File: src/rtl/univ_shift_reg.sv
`default_nettype none
// ============================================================================
// Module   : univ_shift_reg
// Purpose  : Parametrised universal register. It supports hold, parallel load,
//            shift and rotate in both directions, serial in/out and clear. A
//            shift counter produces a one-cycle word-complete pulse after
//            every WIDTH shift/rotate operations.
// Ports    : clk    - rising-edge clock
//            rst_n  - asynchronous active-low reset
//            en     - clock enable (0 = all state holds, done = 0)
//            mode   - operation select (see c_mode_* below)
//            d      - parallel load data
//            sin    - serial input for the shift modes
//            q      - registered contents
//            sout   - registered copy of the last bit shifted/rotated out
//            cnt    - shift/rotate operations since the last load/clear/wrap
//            done   - one-cycle pulse when a word of WIDTH shifts completes
// Revision : 1.0 - initial release
// ============================================================================
module univ_shift_reg #(
  parameter int                WIDTH     = 4,
  parameter logic [WIDTH-1:0]  RESET_VAL = '0
) (
  input  logic                         clk,
  input  logic                         rst_n,
  input  logic                         en,
  input  logic [2:0]                   mode,
  input  logic [WIDTH-1:0]             d,
  input  logic                         sin,
  output logic [WIDTH-1:0]             q,
  output logic                         sout,
  output logic [$clog2(WIDTH+1)-1:0]   cnt,
  output logic                         done
);

  localparam int CW = $clog2(WIDTH + 1);

  localparam logic [2:0] c_mode_hold = 3'b000;
  localparam logic [2:0] c_mode_load = 3'b001;
  localparam logic [2:0] c_mode_shl  = 3'b010;
  localparam logic [2:0] c_mode_shr  = 3'b011;
  localparam logic [2:0] c_mode_rol  = 3'b100;
  localparam logic [2:0] c_mode_ror  = 3'b101;
  localparam logic [2:0] c_mode_clr  = 3'b110;

  // Last value the counter may show; the next step wraps to zero and pulses
  // done, so cnt never exposes WIDTH itself.
  localparam logic [CW-1:0] c_cnt_last = CW'(WIDTH - 1);
  localparam logic [CW-1:0] c_cnt_one  = CW'(1);

  logic [WIDTH-1:0] q_q,    q_d;
  logic             sout_q, sout_d;
  logic [CW-1:0]    cnt_q,  cnt_d;
  logic             done_q, done_d;
  logic             w_step;

  always_comb begin
    q_d    = q_q;
    sout_d = sout_q;
    cnt_d  = cnt_q;
    done_d = 1'b0;
    w_step = 1'b0;

    if (en) begin
      case (mode)
        c_mode_hold: ;
        c_mode_load: begin
          q_d   = d;
          cnt_d = '0;
        end
        c_mode_shl: begin
          q_d    = {q_q[WIDTH-2:0], sin};
          sout_d = q_q[WIDTH-1];
          w_step = 1'b1;
        end
        c_mode_shr: begin
          q_d    = {sin, q_q[WIDTH-1:1]};
          sout_d = q_q[0];
          w_step = 1'b1;
        end
        c_mode_rol: begin
          q_d    = {q_q[WIDTH-2:0], q_q[WIDTH-1]};
          sout_d = q_q[WIDTH-1];
          w_step = 1'b1;
        end
        c_mode_ror: begin
          q_d    = {q_q[0], q_q[WIDTH-1:1]};
          sout_d = q_q[0];
          w_step = 1'b1;
        end
        c_mode_clr: begin
          q_d    = RESET_VAL;
          cnt_d  = '0;
          sout_d = 1'b0;
        end
        default: ;  // reserved encoding behaves as hold
      endcase

      // Shift and rotate share one counter regardless of direction.
      if (w_step) begin
        if (cnt_q == c_cnt_last) begin
          cnt_d  = '0;
          done_d = 1'b1;
        end else begin
          cnt_d  = cnt_q + c_cnt_one;
        end
      end
    end
  end

  always_ff @(posedge clk or negedge rst_n) begin
    if (!rst_n) begin
      q_q    <= RESET_VAL;
      sout_q <= 1'b0;
      cnt_q  <= '0;
      done_q <= 1'b0;
    end else begin
      q_q    <= q_d;
      sout_q <= sout_d;
      cnt_q  <= cnt_d;
      done_q <= done_d;
    end
  end

  assign q    = q_q;
  assign sout = sout_q;
  assign cnt  = cnt_q;
  assign done = done_q;

endmodule
`default_nettype wire

File: config.mk
export PLATFORM = sky130hd
export DESIGN_NAME = univ_shift_reg
export DESIGN_NICKNAME = d
export VERILOG_FILES = /design/src/rtl/univ_shift_reg.sv
export SDC_FILE = /design/constraint.sdc
export NUM_CORES = 1
export LEC_CHECK = 0
export ABC_AREA = 1
export BUFFER_PORTS_ARGS = -buffer_cell sky130_fd_sc_hd__buf_2
export CAP_MARGIN = 5
export CORE_MARGIN = 5
export CORE_UTILIZATION = 35
export DETAILED_ROUTE_END_ITERATION = 7
export MAX_ROUTING_LAYER = met4
export PLACE_DENSITY = 0.65
export SKIP_CTS_REPAIR_TIMING = 1
export SLEW_MARGIN = 25
export SYNTH_ARGS = -nofsm -noshare
export SYNTH_HDL_FRONTEND = slang
export SYNTH_SLANG_ARGS = --single-unit
File: constraint.sdc
create_clock -name clk -period 1.35 [get_ports clk]
set_input_delay 0.0675 -clock clk [delete_from_list [all_inputs] [get_ports clk]]
set_output_delay 0.0675 -clock clk [all_outputs]
set_load 0.005 [all_outputs]
==> results.py <==
metrics = {
    "setup_path": {
        "path_delay_family": "flip-flops",
        "cp_data_required_time_ns": 1.54,
        "crit_path_start_kind": "register",
        "critPathMaxFanout": 4,
        "crit_top_cell": "nor2_1",
        "critPathKind": "reg2reg",
        "crit_buf_inv": 1,
        "ff2ff_setup_slack_ns": 0.32,
        "slowest_delay_ns": 0.41,
        "cp_cell_sequence": "ha_1, inv_1, nor2_1, nor2_1, nand3_1, nand2_1",
        "arrival_ns": 1.22,
        "cp-end-kind": "register",
        "slowest_stage": "dfrtp_1",
    },
    "yosys": {
        "synth_nets": 98,
        "synth_area_leaders": "dfrtp_1, nand2_1, nand3_2",
        "synth_top_area_cell": "dfrtp_1",
        "synth.most_common_cell": "nand2_1",
        "synthArstFlopShare_pct": 100,
        "syn_inst": 86,
        "ys_seq_area_share_pct": 35.4,
        "syn_area_um2": 637,
        "ys_ff_latch": 9,
        "synth_enable_flop_cells": 0,
        "ys_top_cells_by_count": "nand2_1, dfrtp_1, nand3_1",
        "synth_ff_type": "dfrtp_1",
        "avgSynthCellArea_um2": 7.41,
        "synth_top_area_share_pct": 35.4,
        "ys_warn_count": 0,
        "ys_types": 17,
    },
    "place": {
        "hpwlAfterDp_mm": 1.18,
        "dp_cells": 129,
        "place_ws_ns": 0.307,
        "place_area_um2": 756,
        "globalplace.congestion": 0.874,
        "port_buffers": 19,
    },
    "sta": {
        "setup_viol": 0,
        "finalCritPeriodShare_pct": 76.0,
        "min_period_ns": 1.03,
        "finalHoldViolCount": 0,
        "setup_tns_ns": 0,
        "final-max-slew-violation-count": 0,
        "timing.fmax_mhz": 975,
        "max_slew_margin_pct": 85.0,
        "grt_setup_unrepaired": "no",
        "hold_ws_ns": 0.109,
        "worst_slack_ns": 0.324,
        "tightest_slew_ns": 0.224,
        "skew_ns": 0.00353,
    },
    "final_layout": {
        "post-route-cell-area_um2": 792,
        "final_util_pct": 45.9,
        "fin_cells": 134,
        "area_growth_pct": 24.4,
        "nNetsFinal": 122,
        "n_antenna_cell": 0,
        "drive_gt1_share_pct": 36.7,
    },
    "global_route": {
        "overflow": 0,
        "antenna_found_initial": 0,
        "grt_use_total_pct": 11.6,
        "grt_pass1_wl_mm": 2.36,
        "first_global_vias": 570,
        "grt_start_max_net_pins": 10,
    },
    "clocking": {
        "clockBufferDepth": 2,
        "clock_latency_ns": 0.25,
        "root_buffer": "clkbuf_4",
        "h-tree-depth": 1,
        "numCtsBuffers": 3,
        "cts_tree": "done",
        "path_clk_slew_ns": 0.06,
        "clock_sinks": 9,
    },
    "power": {
        "switching_power_mw": 0.270,
        "ir_drop_uv": 496,
        "p_comb_share_pct": 30.4,
        "p_sw_share_pct": 33.7,
        "totalPowerFinal_mw": 0.801,
        "p_clk_share_pct": 24.7,
        "power.density_nw_per_um2": 1010,
        "p_leak_nw": 0.455,
        "p_seq_share_pct": 44.9,
        "p_int_mw": 0.531,
    },
    "floorplanning": {
        "chipWidth_um": 52.7,
        "die_h_um": 52.7,
        "core.rowCount": 15,
        "core_area_um2": 1730,
        "ios": 20,
        "initial_core_util_pct": 36.9,
        "dieArea_um2": 2770,
    },
    "routing": {
        "ant_nets": 0,
        "wire_per_inst_um": 10.7,
        "drc": 0,
        "first_pass_iters": 4,
        "vias_per_cell": 4.69,
        "dr_total_vias": 628,
        "drt_iter0_drc": 13,
        "wl_mm": 1.44,
    },
    "outcome": {
        "status": "complete, no violations",
    },
    "min_path": {
        "hp-class": "in2reg",
    },
    "flow_run": {
        "maxCapViolCount": 0,
    },
}
[worst register-to-register path, delay by kind of cell, from the launching register on]
family / cells / cell delay, ns
adders and majority gates: 1 / 0.21
buffers and inverters: 1 / 0.08
DFF: 1 / 0.41
and+or+nand+nor: 4 / 0.27
[final timing paths]
check,start,to,cells after the start
min in group asynchronous,rst_n,cnt[1]$_DFFE_PN0P_,2
max in group asynchronous,rst_n,sout$_DFFE_PN0P_,2
hold reg to reg,sout$_DFFE_PN0P_,sout$_DFFE_PN0P_,2
setup / recovery,cnt[0]$_DFFE_PN0P_,cnt[0]$_DFFE_PN0P_,6
hold / removal,d[0],q[0]$_DFFE_PN0P_,5
setup reg to reg,cnt[0]$_DFFE_PN0P_,cnt[0]$_DFFE_PN0P_,6
[power by group through the flow]
stage / registers [mW] / clock network, mW / logic (mW)
6_report: 0.360 / 0.198 / 0.244
5_1_grt: 0.366 / 0.221 / 0.282
4_1_cts: 0.360 / 0.209 / 0.247
3_5_place_dp: 0.364 / 0 / 0.246
3_3_place_gp: 0.363 / 0 / 0.243
2_1_floorplan: 0.361 / 0 / 0.146
[sequential cells by signal, indices dropped and copies added, names as in the netlist]
register  flops
q             4
cnt           3
done          1
sout          1
[layer usage]
layer	up-vias	track usage (%)	share of wire, %
li1	325	-	-
met1	281	15.3	47
met2	16	16.3	45
met3	6	1.14	5.7
met4	0	8.51	2.2
met5	-	-	0
[kinds of logic after synthesis]
logic type | Yosys count | share of synthesized area (%)
simple gates | 58 | 44.8
buf+inv | 12 | 8.45
flops | 9 | 35.4
compound gates | 6 | 9.43
fa+ha+maj | 1 | 1.96
[cells in the final DEF, fill, tap and decap left out]
master | Yosys | final
o211ai_2 | 1 | 1
clkbuf_1 | 0 | 1
o211ai_4 | 1 | 1
nand3_2 | 5 | 5
inv_2 | 5 | 5
dfrtp_1 | 9 | 9
inv_6 | 1 | 1
buf_2 | 0 | 19
inv_1 | 5 | 5
clkbuf_4 | 0 | 3
ha_1 | 1 | 1
nand4_1 | 4 | 4
nand2_4 | 1 | 1
nand2_2 | 3 | 3
nor2_1 | 5 | 5
dlygate4sd3_1 | 0 | 1
nand3_1 | 9 | 9
a21oi_1 | 3 | 3
a21boi_2 | 1 | 1
nand2_1 | 31 | 31
[layout make-up]
cell class	count	area (um2)
multi-input cells	65	358
flip-flops and latches	9	225
inverters	11	46.3
repair buffers	20	105
clock buffers	4	26.3
well taps	25	31.3
fillers	198	935
Note: power is estimated with default switching activity, not from simulation.
